[src/rtl/fetch_stage_pkg.sv]
// Shared definitions for the instruction-fetch stage.
//   - PAUSE_* : hazard codes driven by the register file; any nonzero code stalls fetch
//   - fetch_state_e : front-end FSM encoding
//   - NOP_INSTR_DEFAULT : word loaded into IF/ID on reset/flush (sll $0,$0,0)
package fetch_stage_pkg;

    localparam logic [1:0] PAUSE_NO   = 2'b00;
    localparam logic [1:0] PAUSE_RS   = 2'b01;
    localparam logic [1:0] PAUSE_RT   = 2'b10;
    localparam logic [1:0] PAUSE_BOTH = 2'b11;

    localparam logic [31:0] NOP_INSTR_DEFAULT = 32'h0000_0000;

    typedef enum logic [1:0] {
        StBoot  = 2'b00,
        StRun   = 2'b01,
        StStall = 2'b10
    } fetch_state_e;

endpackage

[src/rtl/if_id_reg.sv]
// IF/ID pipeline register.
// Ports:
//   clk, rst            : clock, synchronous active-high reset
//   hold                : keep current contents (stall / boot)
//   flush               : replace contents with NOP, valid cleared
//   load_instr/load_pc4 : fetched word and its PC+4, captured when not held
//   instr, pc4, valid   : registered outputs towards decode
module if_id_reg
    import fetch_stage_pkg::*;
#(
    parameter logic [31:0] NOP_INSTR = NOP_INSTR_DEFAULT
) (
    input  logic        clk,
    input  logic        rst,
    input  logic        hold,
    input  logic        flush,
    input  logic [31:0] load_instr,
    input  logic [31:0] load_pc4,
    output logic [31:0] instr,
    output logic [31:0] pc4,
    output logic        valid
);

    logic [31:0] instr_q;
    logic [31:0] pc4_q;
    logic        valid_q;

    // Hold wins over flush: a stalled front end must not lose the word decode is waiting on.
    always_ff @(posedge clk) begin
        if (rst) begin
            instr_q <= NOP_INSTR;
            pc4_q   <= 32'h0;
            valid_q <= 1'b0;
        end else if (hold) begin
            instr_q <= instr_q;
            pc4_q   <= pc4_q;
            valid_q <= valid_q;
        end else if (flush) begin
            instr_q <= NOP_INSTR;
            pc4_q   <= 32'h0;
            valid_q <= 1'b0;
        end else begin
            instr_q <= load_instr;
            pc4_q   <= load_pc4;
            valid_q <= 1'b1;
        end
    end

    assign instr = instr_q;
    assign pc4   = pc4_q;
    assign valid = valid_q;

endmodule

[src/rtl/fetch_stage.sv]
// Instruction-fetch stage: PC, front-end FSM (BOOT/RUN/STALL), stall counter and IF/ID register.
// Ports:
//   clk, rst                     : clock, synchronous active-high reset
//   pause                        : register-file hazard code; nonzero freezes the front end
//   branch_taken, branch_target  : redirect resolved in decode (low two target bits ignored)
//   imem_addr, imem_rdata        : asynchronous instruction memory (address = PC)
//   if_id_instr/pc4/valid        : IF/ID contents for decode
//   id_bubble                    : decode must suppress register write this cycle
//   stall_cycles                 : saturating count of stalled cycles since reset
module fetch_stage
    import fetch_stage_pkg::*;
#(
    parameter logic [31:0] RESET_PC  = 32'h0000_0000,
    parameter logic [31:0] NOP_INSTR = NOP_INSTR_DEFAULT
) (
    input  logic        clk,
    input  logic        rst,
    input  logic [1:0]  pause,
    input  logic        branch_taken,
    input  logic [31:0] branch_target,
    output logic [31:0] imem_addr,
    input  logic [31:0] imem_rdata,
    output logic [31:0] if_id_instr,
    output logic [31:0] if_id_pc4,
    output logic        if_id_valid,
    output logic        id_bubble,
    output logic [15:0] stall_cycles
);

    fetch_state_e state_q, state_d;
    logic [31:0]  pc_q, pc_d;
    logic [15:0]  stall_cnt_q, stall_cnt_d;
    logic [31:0]  pc_plus4;
    logic         stall;
    logic         ifid_hold;
    logic         ifid_flush;

    assign stall    = (pause != PAUSE_NO);
    assign pc_plus4 = pc_q + 32'd4;

    // RUN and STALL share the update rule: leaving STALL performs the normal RUN update in the
    // same cycle, and while stalled the branch request is ignored because its operands are stale.
    always_comb begin
        state_d    = state_q;
        pc_d       = pc_q;
        ifid_hold  = 1'b1;
        ifid_flush = 1'b0;
        unique case (state_q)
            StBoot: begin
                state_d = StRun;
            end
            StRun, StStall: begin
                if (stall) begin
                    state_d = StStall;
                end else begin
                    state_d   = StRun;
                    ifid_hold = 1'b0;
                    if (branch_taken) begin
                        pc_d       = branch_target & ~32'h3;
                        ifid_flush = 1'b1;
                    end else begin
                        pc_d = pc_plus4;
                    end
                end
            end
            default: begin
                state_d = StBoot;
            end
        endcase
    end

    always_comb begin
        stall_cnt_d = stall_cnt_q;
        if (state_q != StBoot && stall && stall_cnt_q != 16'hFFFF) begin
            stall_cnt_d = stall_cnt_q + 16'd1;
        end
    end

    always_ff @(posedge clk) begin
        if (rst) begin
            state_q     <= StBoot;
            pc_q        <= RESET_PC;
            stall_cnt_q <= 16'h0;
        end else begin
            state_q     <= state_d;
            pc_q        <= pc_d;
            stall_cnt_q <= stall_cnt_d;
        end
    end

    if_id_reg #(
        .NOP_INSTR (NOP_INSTR)
    ) u_if_id_reg (
        .clk        (clk),
        .rst        (rst),
        .hold       (ifid_hold),
        .flush      (ifid_flush),
        .load_instr (imem_rdata),
        .load_pc4   (pc_plus4),
        .instr      (if_id_instr),
        .pc4        (if_id_pc4),
        .valid      (if_id_valid)
    );

    assign imem_addr    = pc_q;
    assign stall_cycles = stall_cnt_q;
    // Outside RUN the bubble is forced anyway; in RUN a live stall or an empty slot also forces it.
    assign id_bubble    = (state_q != StRun) || stall || !if_id_valid;

endmodule

[config.mk]
export PLATFORM = sky130hd
export DESIGN_NAME = fetch_stage
export DESIGN_NICKNAME = d
export VERILOG_FILES = /design/src/rtl/fetch_stage_pkg.sv /design/src/rtl/if_id_reg.sv /design/src/rtl/fetch_stage.sv
export SDC_FILE = /design/constraint.sdc
export NUM_CORES = 1
export LEC_CHECK = 0
export ABC_AREA = 1
export CORE_MARGIN = 8
export CORE_UTILIZATION = 25
export CTS_CLUSTER_DIAMETER = 40
export DETAILED_ROUTE_END_ITERATION = 16
export SLEW_MARGIN = 30
export SYNTH_ARGS = -nofsm -noshare
export SYNTH_HDL_FRONTEND = slang
export SYNTH_SLANG_ARGS = --single-unit
[constraint.sdc]
create_clock -name clk -period 1.82 [get_ports clk]
set_input_delay 0.455 -clock clk [delete_from_list [all_inputs] [get_ports clk]]
set_output_delay 0.455 -clock clk [all_outputs]
set_load 0.02 [all_outputs]
==> Yosys cells after proc, flatten, opt, wreduce, memory -nomap -nowiden <==
Cells that the tools add are included.
{ "word_totals": {"mem_bits_ro": 0, "input_bits": 69, "latch_bits": 0, "regBits": 115, "ramBits": 0, "memories": 0, "wordCells": 34} }
{ "op_classes": {"add_sub_neg": 2, "div_mod_pow": 0, "muxes": 11, "order_cmp": 0, "shift": 0, "bitwise_logic": 1, "eq_ne": 4, "n_reduce_logical": 10, "mul": 0} }
{ "op_table": {"columns": ["op", "count"], "rows": [
  ["32-bit two-way mux", 3],
  ["32-bit by 3-bit adder with 32-bit output (second input constant)", 1],
  ["16-bit by 1-bit adder with 16-bit output (second input constant)", 1],
  ["16-bit != test (second input constant)", 1],
  ["1-bit two-way mux", 6],
  ["2-bit case mux with 2 select lines", 1],
  ["2-bit nonzero test", 2],
  ["2-bit by 1-bit equality test with 1-bit output (second input constant)", 1],
  ["2-bit equality test (second input constant)", 1],
  ["1-bit logical AND", 2],
  ["2-bit logical NOT", 1],
  ["1-bit logical OR", 2],
  ["2-bit two-way mux", 1],
  ["2-bit by 1-bit != test with 1-bit output (second input constant)", 1],
  ["2-bit AND reduction", 1],
  ["2-bit OR reduction", 1],
  ["1-bit logical NOT", 1],
  ["1-bit inverter", 1]
]} }

==> Logic depth before layout (Yosys ltp) <==
Gate-level depths: netlist (run 1).
{ "logic_depth": {"word_depth": 4, "depth_mapped": 10, "depth_no_buf": 10} }

==> Modules after synthesis <==
Synthesis (run 1) repeated with hierarchy kept, for this count alone.
{ "hier_totals": {"hier_cells": 793, "area_unflattened_um2": 5482.8} }
{ "by_module_without_submodules": {"columns": ["mod", "area_per_inst_um2", "cells_each", "seq_area_each_um2", "n_inst"], "rows": [
  ["fetch_stage", 3256.9, 512, 960.9, 1],
  ["if_id_reg", 2225.9, 281, 1301.2, 1]
]} }

==> Worst setup path after synthesis (run 1) <==
Ideal clock, no wire load.
{ "synth_timing": {"kind": "reg-to-reg", "start": "register stall_cnt_q[0] (netlist: stall_cycles[0])", "end": "register stall_cnt_q[0] (netlist: stall_cycles[0])", "required_time_ns": 1.704, "period_less_slack_ns": 1.674, "t_arrival_ns": 1.558, "path_buffers": 1, "setup_slack_ns": 0.146, "setup_time_ns": 0.116, "path_stages_with_launch": 10, "path_cell_list": "dfxtp_1 > ha_1 > nand3_2 > inv_1 > nand2_2 > nor2_1 > nor2_4 > buf_6 > nor2_1 > nor2_1"} }
{ "synth_between": {"elab_chain_cells": 2, "elab_cells_between_ends": 3, "cone_classes": "add/sub (1); eq/ne (1); reduce/logical (1)"} }
{ "synth_lines": {"columns": ["item", "line_no", "source"], "rows": [
  ["start, declared", "fetch_stage.sv:32", "logic [15:0] stall_cnt_q, stall_cnt_d;"],
  ["start signal, assigned", "fetch_stage.sv:87", "stall_cnt_q <= stall_cnt_d;"],
  ["branches (longest 2 deep; another with 16-bit by 1-bit adder with 16-bit output)", null, null]
]} }
Parallel ways; which one is timed is not known.
A chain may end at the register's enable or synchronous reset.

==> Worst setup path in the final report (run 1) <==
{ "layout_timing": {"start": "register u_if_id_reg.pc4_q[18] (netlist: u_if_id_reg.pc4[18])", "end": "output if_id_pc4[18]"} }
{ "layout_rtl": {"columns": ["item", "line_no", "source"], "rows": [
  ["start, declared", "if_id_reg.sv:25", "logic [31:0] pc4_q;"],
  ["start signal, assigned", "if_id_reg.sv:36", "pc4_q <= pc4_q;"],
  ["start signal, assigned", "if_id_reg.sv:44", "pc4_q <= load_pc4;"],
  ["end, declared", "fetch_stage.sv:24", "output logic [31:0] if_id_pc4,"]
]} }
No word-level cell between the ends.

==> results.cfg, run 1 <==
[routing]
wl_per_cell_um = 14.26
drt_iter0_drc = 248
antenna_left = 0
routed_via_density = 4.354
routed_wl_mm = 17.59
drc = 0
via_count = 5373
drt_first_pass_iters = 4

[cts]
clkSinkCount = 112
cts.reportedPaths.clkPinSlew_ps = 80
htreeDepth = 3
root_buffer = clkbuf_16
clk_latency_ps = 360
cts_setup_buffers = 0
cts_tree = done
cts_inserted_buffers = 9
clock_path_buffers = 2

[logic_synthesis]
synth_flop_cell = dfxtp_1
synth_top_area_frac = 0.4224
synth_area_per_cell_um2 = 6.866
synth.yosys.seq_area_share = 0.4224
async_reset_ff_frac = 0
synthesis.area_um2 = 5308
synthCells = 773
synth_top_cell_by_area = dfxtp_1
synth_edf_count = 0
yosysWarnings = 0
synth.distinct_cells = 30
yosys-top-cells-area = dfxtp_1 (42%), nand2_1 (20%), a21oi_1 (9.1%), inv_1 (4.5%), nor2_1 (3.7%)
synth_seq_cells = 112

[global_routing]
grt_pass1_wl_mm = 28.59
grt_pass1_vias = 5392
grt_max_degree = 57
grt_usage = 0.1356
antenna_found_initial = 0
overflow = 0

[pwr]
p_clk_frac = 0.372
power.leakage_nw = 3.447
comb_power_share = 0.155
ir_drop_v = 0.0004135
swShare = 0.2888
p_int_mw = 3.887
p_sw_mw = 1.578
p_per_area_nw_per_um2 = 695.1
p_seq_frac = 0.473

[layout]
drive_gt1_frac = 0.07508
n_antenna_cell = 0
area_delta_synth_final_pct = 48.14
fin_area_um2 = 7863
final_cells = 1234
fillers = 2270
fin_util = 0.3752
fin_nets = 1028

[setup_path]
end_kind = output pin
worstPathRequired_ps = 1360
crit_buf_inv = 1
path_class = reg2out
cp-start-kind = register
crit_family = buffers and inverters
slowest_stage = clkdlybuf4s50_1
path_max_fanout = 2
cp.arrival_ps = 1320
cpPeakStageDelay_ps = 610
crit_chain = clkdlybuf4s50_1

[place]
gp_congestion = 0.8432
place_ws_ps = -357.6
dpl-instance-area_um2 = 7543
post-dp-hpwl_mm = 13.18
dp.cells = 1218
port_buffers = 178

[die]
io_pins = 183
row_count = 53
initial_core_util = 0.2533
die_x_um = 161.7
die_h_um = 161.7
core_area_um2 = 20960
dieArea_um2 = 26150

[timing]
fin_crit_sh = 0.9728
fin_ws_ps = 49.42
slew_viol_final = 0
rsz0062_at_grt = false
post-route-min-period_ps = 1771
finalClockSkew_ps = 11.39
hold_viol = 0
setup_viol = 0
max_freq_mhz = 564.8

[run]
cap_violations = 0

[worst_hold_path]
hold_class = reg2reg

[outcome]
status = complete, no violations
[cell usage after synthesis, drive strengths merged, types with 9 or more instances]
cell / count
a21oi: 98
a31oi: 10
buf: 22
clkbuf: 13
dfxtp: 112
inv: 64
nand2: 291
nand3: 27
nor2: 69
o21ai: 23
xor2: 9
[per-stage QoR]
stage / hold WS, ps / setup TNS, ps / total power [mW]
global placement: 450.3 / -23440 / 3.519
finish: 462.0 / 0 / 5.465
global route: 479.2 / 0 / 5.754
detailed placement: 455.9 / -24270 / 3.524
CTS: 466.6 / 0 / 5.559
floorplan: 529.9 / 0 / 3.058
[timing repair]
| action | 4_1_cts | 5_1_grt |
|---|---|---|
| hold buffers | 0 | 0 |
| gates resized for setup | 55 | 31 |
| pin swaps | 0 | 0 |
| endpoints found under the hold margin | 0 | 0 |
| endpoints found under the setup margin | 52 | 54 |
[sequential cells by signal, indices dropped and copies added (netlist names)]
signal and cells:
imem_addr 30, stall_cycles 16, u_if_id_reg.valid 1, u_if_id_reg.instr 32
u_if_id_reg.pc4 31, state_q 2
[kinds of logic (layout without fill, tap and decap cells)]
family	Yosys count	in the layout	share of synthesized area
adder cells (fa/ha/maj)	5	5	0.01179
AND/OR/NAND/NOR	400	400	0.3159
buffers and inverters	99	284	0.07897
AO/OA/AOI/OAI	140	140	0.1438
flip-flops	112	112	0.4224
XOR/XNOR	16	16	0.02640
other	1	2	0.0007065
[area by class of cell]
class	instances	area [um^2]	share of cell area
Multi-Input combinational cell	563	2665	0.3390
Sequential cell	112	2242	0.2852
Timing Repair Buffer	204	2067	0.2629
Tap cell	275	344.1	0.04376
Inverter	64	240.2	0.03055
Clock buffer	9	225.2	0.02864
Clock inverter	7	78.83	0.01003
[cell usage in the layout (no fill, tap or decap), drive strengths merged, types with 7 or more instances in the layout]
master / synthesis / routed
clkdlybuf4s50: 0 / 97
xnor2: 7 / 7
a31oi: 10 / 10
xor2: 9 / 9
o21ai: 23 / 23
dfxtp: 112 / 112
a21oi: 98 / 98
buf: 22 / 28
nand2: 291 / 291
a22o: 7 / 7
inv: 64 / 66
dlymetal6s2s: 0 / 28
nand3: 27 / 27
nor2: 69 / 69
clkbuf: 13 / 9
dlygate4sd2: 0 / 51
[power by group through the flow]
stage / clock network, mW / logic, mW / registers, mW
global placement: 0 / 0.875 / 2.64
finish: 2.03 / 0.846 / 2.59
floorplan: 0 / 0.350 / 2.71
detailed placement: 0 / 0.878 / 2.65
CTS: 2.12 / 0.856 / 2.59
global route: 2.22 / 0.933 / 2.60
[path summary, 6_finish.rpt]
kind,startpoint,endpoint,depth (start not counted),slack (ps)
hold / removal,u_if_id_reg.instr[24],u_if_id_reg.instr[24],2,460
setup reg to reg,state_q[0],imem_addr[8],7,140
hold reg to reg,u_if_id_reg.instr[24],u_if_id_reg.instr[24],2,460
setup / recovery,u_if_id_reg.pc4[18],if_id_pc4[18],1,50
[routing by layer]
| metal | part of all wire | wire (um) | up-vias | global-route usage |
|---|---|---|---|---|
| met5 | 0 | 0 | - | 0 |
| met4 | 0.012 | 218 | 0 | 0.04209 |
| met3 | 0.077 | 1346 | 13 | 0.04809 |
| met2 | 0.46 | 8159 | 140 | 0.2215 |
| met1 | 0.45 | 7870 | 2415 | 0.1643 |
| li1 | - | - | 2805 | - |
No activity file was read; power rests on OpenSTA's default activity.
==> run 2: changes to the inputs <==
- CORE_MARGIN: 8 -> 2
==> run 2 against run 1 <==
Effect of this change:
- sequential power barely moved
- largest cell class unchanged
- clock skew about the same
- critical path depth unchanged
- utilization rose by 0.11 points
==> results.cfg, run 2 (synthesis results as in run 1) <==
[layout]
area_delta_synth_final_pct = 48.56
layout_common_cells = nand2_1 (285), dfxtp_1 (112), clkdlybuf4s50_1 (112)
fillers = 2252
multi_input_area_um2 = 2663
drive_gt1_frac = 0.07900
fin_nets = 1031
seq_area_um2 = 2242
mostFrequentLayoutCell = nand2_1
largest_reg_flops = 32
fin_area_um2 = 7885
fin_util = 0.3763

[timing]
post-route-min-period_ps = 1775
finalClockSkew_ps = 11.10
fin_ws_ps = 45.18
max_freq_mhz = 563.4
hold_viol = 0
setup_viol = 0
fin_crit_sh = 0.9752
slew_viol_final = 0
rsz0062_at_grt = false

[run]
cap_violations = 0

[global_routing]
grt_pass1_vias = 5101
grt_max_degree = 56
overflow = 0
antenna_found_initial = 1
grt_usage = 0.1497
grt_pass1_wl_mm = 26.50

[die]
initial_core_util = 0.2533
row_count = 53
die_h_um = 149.7
die_x_um = 149.7
core_area_um2 = 20960
io_pins = 183
dieArea_um2 = 22410

[routing]
wl_per_cell_um = 13.51
drt_iter0_drc = 210
drc = 0
via_count = 5399
routed_wl_mm = 16.73
drt_first_pass_iters = 5
routed_via_density = 4.361
antenna_left = 0

[cts]
htreeDepth = 3
hold_buffers = 0
root_buffer = clkbuf_16
clkSinkCount = 112
cts.reportedPaths.clkPinSlew_ps = 80
cts_tree = done
clock_path_buffers = 2
cts_inserted_buffers = 9
clk_latency_ps = 360

[place]
post-dp-hpwl_mm = 12.25
dpl-instance-area_um2 = 7556
gp_congestion = 0.8660
port_buffers = 178
place_ws_ps = -311.6

[setup_path]
crit_chain = clkdlybuf4s50_1
path_class = reg2out
cp.arrival_ps = 1320
worstPathRequired_ps = 1360
end_kind = output pin
crit_family = buffers and inverters
path_max_fanout = 2
slowest_stage = clkdlybuf4s50_1
cpPeakStageDelay_ps = 640
cp-start-kind = register
crit_buf_inv = 1

[pwr]
p_sw_mw = 1.508
power.leakage_nw = 3.200
p_int_mw = 4.188
p_seq_frac = 0.454
comb_power_share = 0.153
ir_drop_v = 0.0003910
p_per_area_nw_per_um2 = 722.4
p_clk_frac = 0.393
swShare = 0.2648

[worst_hold_path]
hold_class = reg2reg

[outcome]
status = complete, no violations
run 2: final cells by class:
| type | count | area share |
|---|---|---|
| Antenna cell | 1 | 0.0003174 |
| Clock buffer | 10 | 0.03031 |
| Clock inverter | 6 | 0.01142 |
| Inverter | 64 | 0.03047 |
| Multi-Input combinational cell | 563 | 0.3377 |
| Sequential cell | 112 | 0.2844 |
| Tap cell | 275 | 0.04364 |
| Timing Repair Buffer | 207 | 0.2618 |
run 2: tightest hold or removal path, cell delays in order (launching register included):
cell,delay [ps]
dfxtp_1,310
nand2_1,60
a21oi_1,50
run 2: stage by stage:
stage	cells	TNS, ps	hold slack (ps)	power [mW]
2_1_floorplan	774	0	529.9	3.058
3_3_place_gp	1219	-14720	450.9	3.516
3_5_place_dp	1219	-17850	454.5	3.522
4_1_cts	1235	0	467.2	5.777
5_1_grt	1237	0	481.2	5.977
6_report	1238	0	463.1	5.696
run 2: layer usage:
layer / track usage / wire length [um]
met2: 0.2452 / 7782
met1: 0.1901 / 7411
met3: 0.04421 / 1340
met4: 0.04575 / 192
met5: 0 / 0
run 2: power groups by stage:
| stage | combinational, mW | clock [mW] | sequential [mW] |
|---|---|---|---|
| after floorplan | 0.350 | 0 | 2.71 |
| after global placement | 0.872 | 0 | 2.64 |
| after detailed placement | 0.876 | 0 | 2.65 |
| after CTS | 0.856 | 2.33 | 2.59 |
| after global routing | 0.958 | 2.42 | 2.60 |
| final | 0.872 | 2.24 | 2.59 |
run 2: path summary, 6_finish.rpt:
check,from,end,slack (ps),cells past startpoint
setup / recovery,u_if_id_reg.pc4[11],if_id_pc4[11],50,1
hold / removal,u_if_id_reg.instr[28],u_if_id_reg.instr[28],460,2
setup reg to reg,state_q[0],imem_addr[3],160,8
hold reg to reg,u_if_id_reg.instr[28],u_if_id_reg.instr[28],460,2
run 2: what timing repair did:
action | 4_1_cts | 5_1_grt
setup endpoints to repair | 52 | 20
gates resized for setup | 54 | 16
pin swaps | 0 | 1
cloned | 0 | 0
buffers inserted | 0 | 2
==> run 3: changes to the inputs <==
- REMOVE_ABC_BUFFERS: not set -> 1
- clock period: 1.82 -> 1.7 ns (I/O delays scaled with it)
==> run 3 against run 2 <==
Effect of this change:
- register-to-register slack worse by 80 ps
- combinational power up 17%
- non-clock buffer count up 16
==> results.cfg, run 3 (synthesis results as in run 1) <==
[outcome]
status = complete, no violations

[global_routing]
grt_usage = 0.1504
grt_pass1_wl_mm = 26.81
grt_max_degree = 39
grt_pass1_vias = 5250
overflow = 0
antenna_found_initial = 0

[layout]
mostFrequentLayoutCell = nand2_1
fillers = 2259
drive_gt1_frac = 0.1033
largest_reg_flops = 32
fin_nets = 1047
seq_area_um2 = 2247
multi_input_area_um2 = 2716
layout_common_cells = nand2_1 (285), dlygate4sd2_1 (112), dfxtp_1 (108)
area_delta_synth_final_pct = 50.45

[timing]
hold_viol = 0
post-route-min-period_ps = 1644
tns_ps = 0
max_freq_mhz = 608.2
rsz0062_at_grt = true
fin_crit_sh = 0.9672
setup_viol = 0
slew_viol_final = 0
finalClockSkew_ps = 13.87
whs_ps = 460.5

[pwr]
p_per_area_nw_per_um2 = 747.6
power.leakage_nw = 3.339
ir_drop_v = 0.0004353

[run]
cap_violations = 0

[die]
initial_core_util = 0.2533
dieArea_um2 = 22410
row_count = 53
die_h_um = 149.7
core_area_um2 = 20960
die_x_um = 149.7
io_pins = 183

[place]
post-dp-hpwl_mm = 12.32
port_buffers = 178
gp_congestion = 0.8505

[setup_path]
path_max_fanout = 3
path_class = reg2out
cp.arrival_ps = 1220
end_kind = output pin
cp-start-kind = register
r2r_setup_slack_ps = 80
worstPathRequired_ps = 1270

[cts]
htreeDepth = 3
cts_tree = done
root_buffer = clkbuf_16
clk_latency_ps = 360
cts_inserted_buffers = 9
cts.reportedPaths.clkPinSlew_ps = 70
clkSinkCount = 112
clock_path_buffers = 2

[worst_hold_path]
hold_class = reg2reg

[routing]
via_count = 5508
drt_first_pass_iters = 4
antenna_left = 0
routed_wl_mm = 17.22
wl_per_cell_um = 13.73
routed_via_density = 4.392
drt_iter0_drc = 265
drc = 0
run 3: cell count changes in the layout (fill, tap and decap cells not counted), sizes merged:
cell / change
buf: +13
bufinv: -1
clkbuf: +4
clkdlybuf4s50: -49
clkinv: +1
dlygate4sd2: +61
dlymetal6s2s: -12
inv: -1
run 3: area by class of cell:
class / instances / share of cell area
Clock inverter: 5 / 0.007051
Tap cell: 275 / 0.04309
Multi-Input combinational cell: 563 / 0.3402
Clock buffer: 11 / 0.02914
Antenna cell: 1 / 0.0003134
Sequential cell: 112 / 0.2814
Inverter: 64 / 0.03008
Timing Repair Buffer: 223 / 0.2687
run 3: timing repair:
item,4_1_cts,5_1_grt
hold buffers,0,0
gates cloned,0,3
pin swaps,0,7
buffers inserted,0,5
resized for setup,117,21
endpoints found under the setup margin,118,103
run 3: through the flow:
step / utilization / total power, mW / setup slack, ps / cell area, um^2 / instances
2_1_floorplan: - / 3.191 / -1535 / 5132 / 739
3_5_place_dp: 0.3639 / 3.792 / -446.7 / 7626 / 1229
3_3_place_gp: 0.3639 / 3.791 / -473.2 / 7626 / 1229
6_report: 0.3811 / 5.970 / 55.78 / 7985 / 1254
4_1_cts: 0.3710 / 5.945 / -33.93 / 7774 / 1245
5_1_grt: 0.3809 / 6.236 / -11.42 / 7983 / 1253
run 3: worst paths after layout:
| kind | cells after the start | end | startpoint |
|---|---|---|---|
| min | 2 | u_if_id_reg.pc4[26] | u_if_id_reg.pc4[26] |
| max | 4 | id_bubble | state_q[0] |
| min reg2reg | 2 | u_if_id_reg.pc4[26] | u_if_id_reg.pc4[26] |
| max reg2reg | 8 | imem_addr[13] | state_q[0] |
run 3: metal layers:
layer | wire [um] | GRT usage | vias up | part of all wire
li1 | - | - | 2862 | -
met1 | 7934 | 0.1937 | 2500 | 0.46
met2 | 7778 | 0.2438 | 131 | 0.45
met3 | 1285 | 0.04451 | 15 | 0.075
met4 | 216 | 0.04387 | 0 | 0.013
met5 | 0 | 0 | - | 0
run 3: worst max-delay path: stages (launching register included):
cell and delay, ps:
dfxtp_2 330, buf_4 120, ha_1 190, nand3_2 80, buf_4 140
run 3: power by group:
| part | switching, mW | internal (mW) |
|---|---|---|
| sequential | 0.0642 | 2.70 |
| combinational | 0.528 | 0.491 |
| clock | 1.04 | 1.15 |
| total | 1.63 | 4.34 |
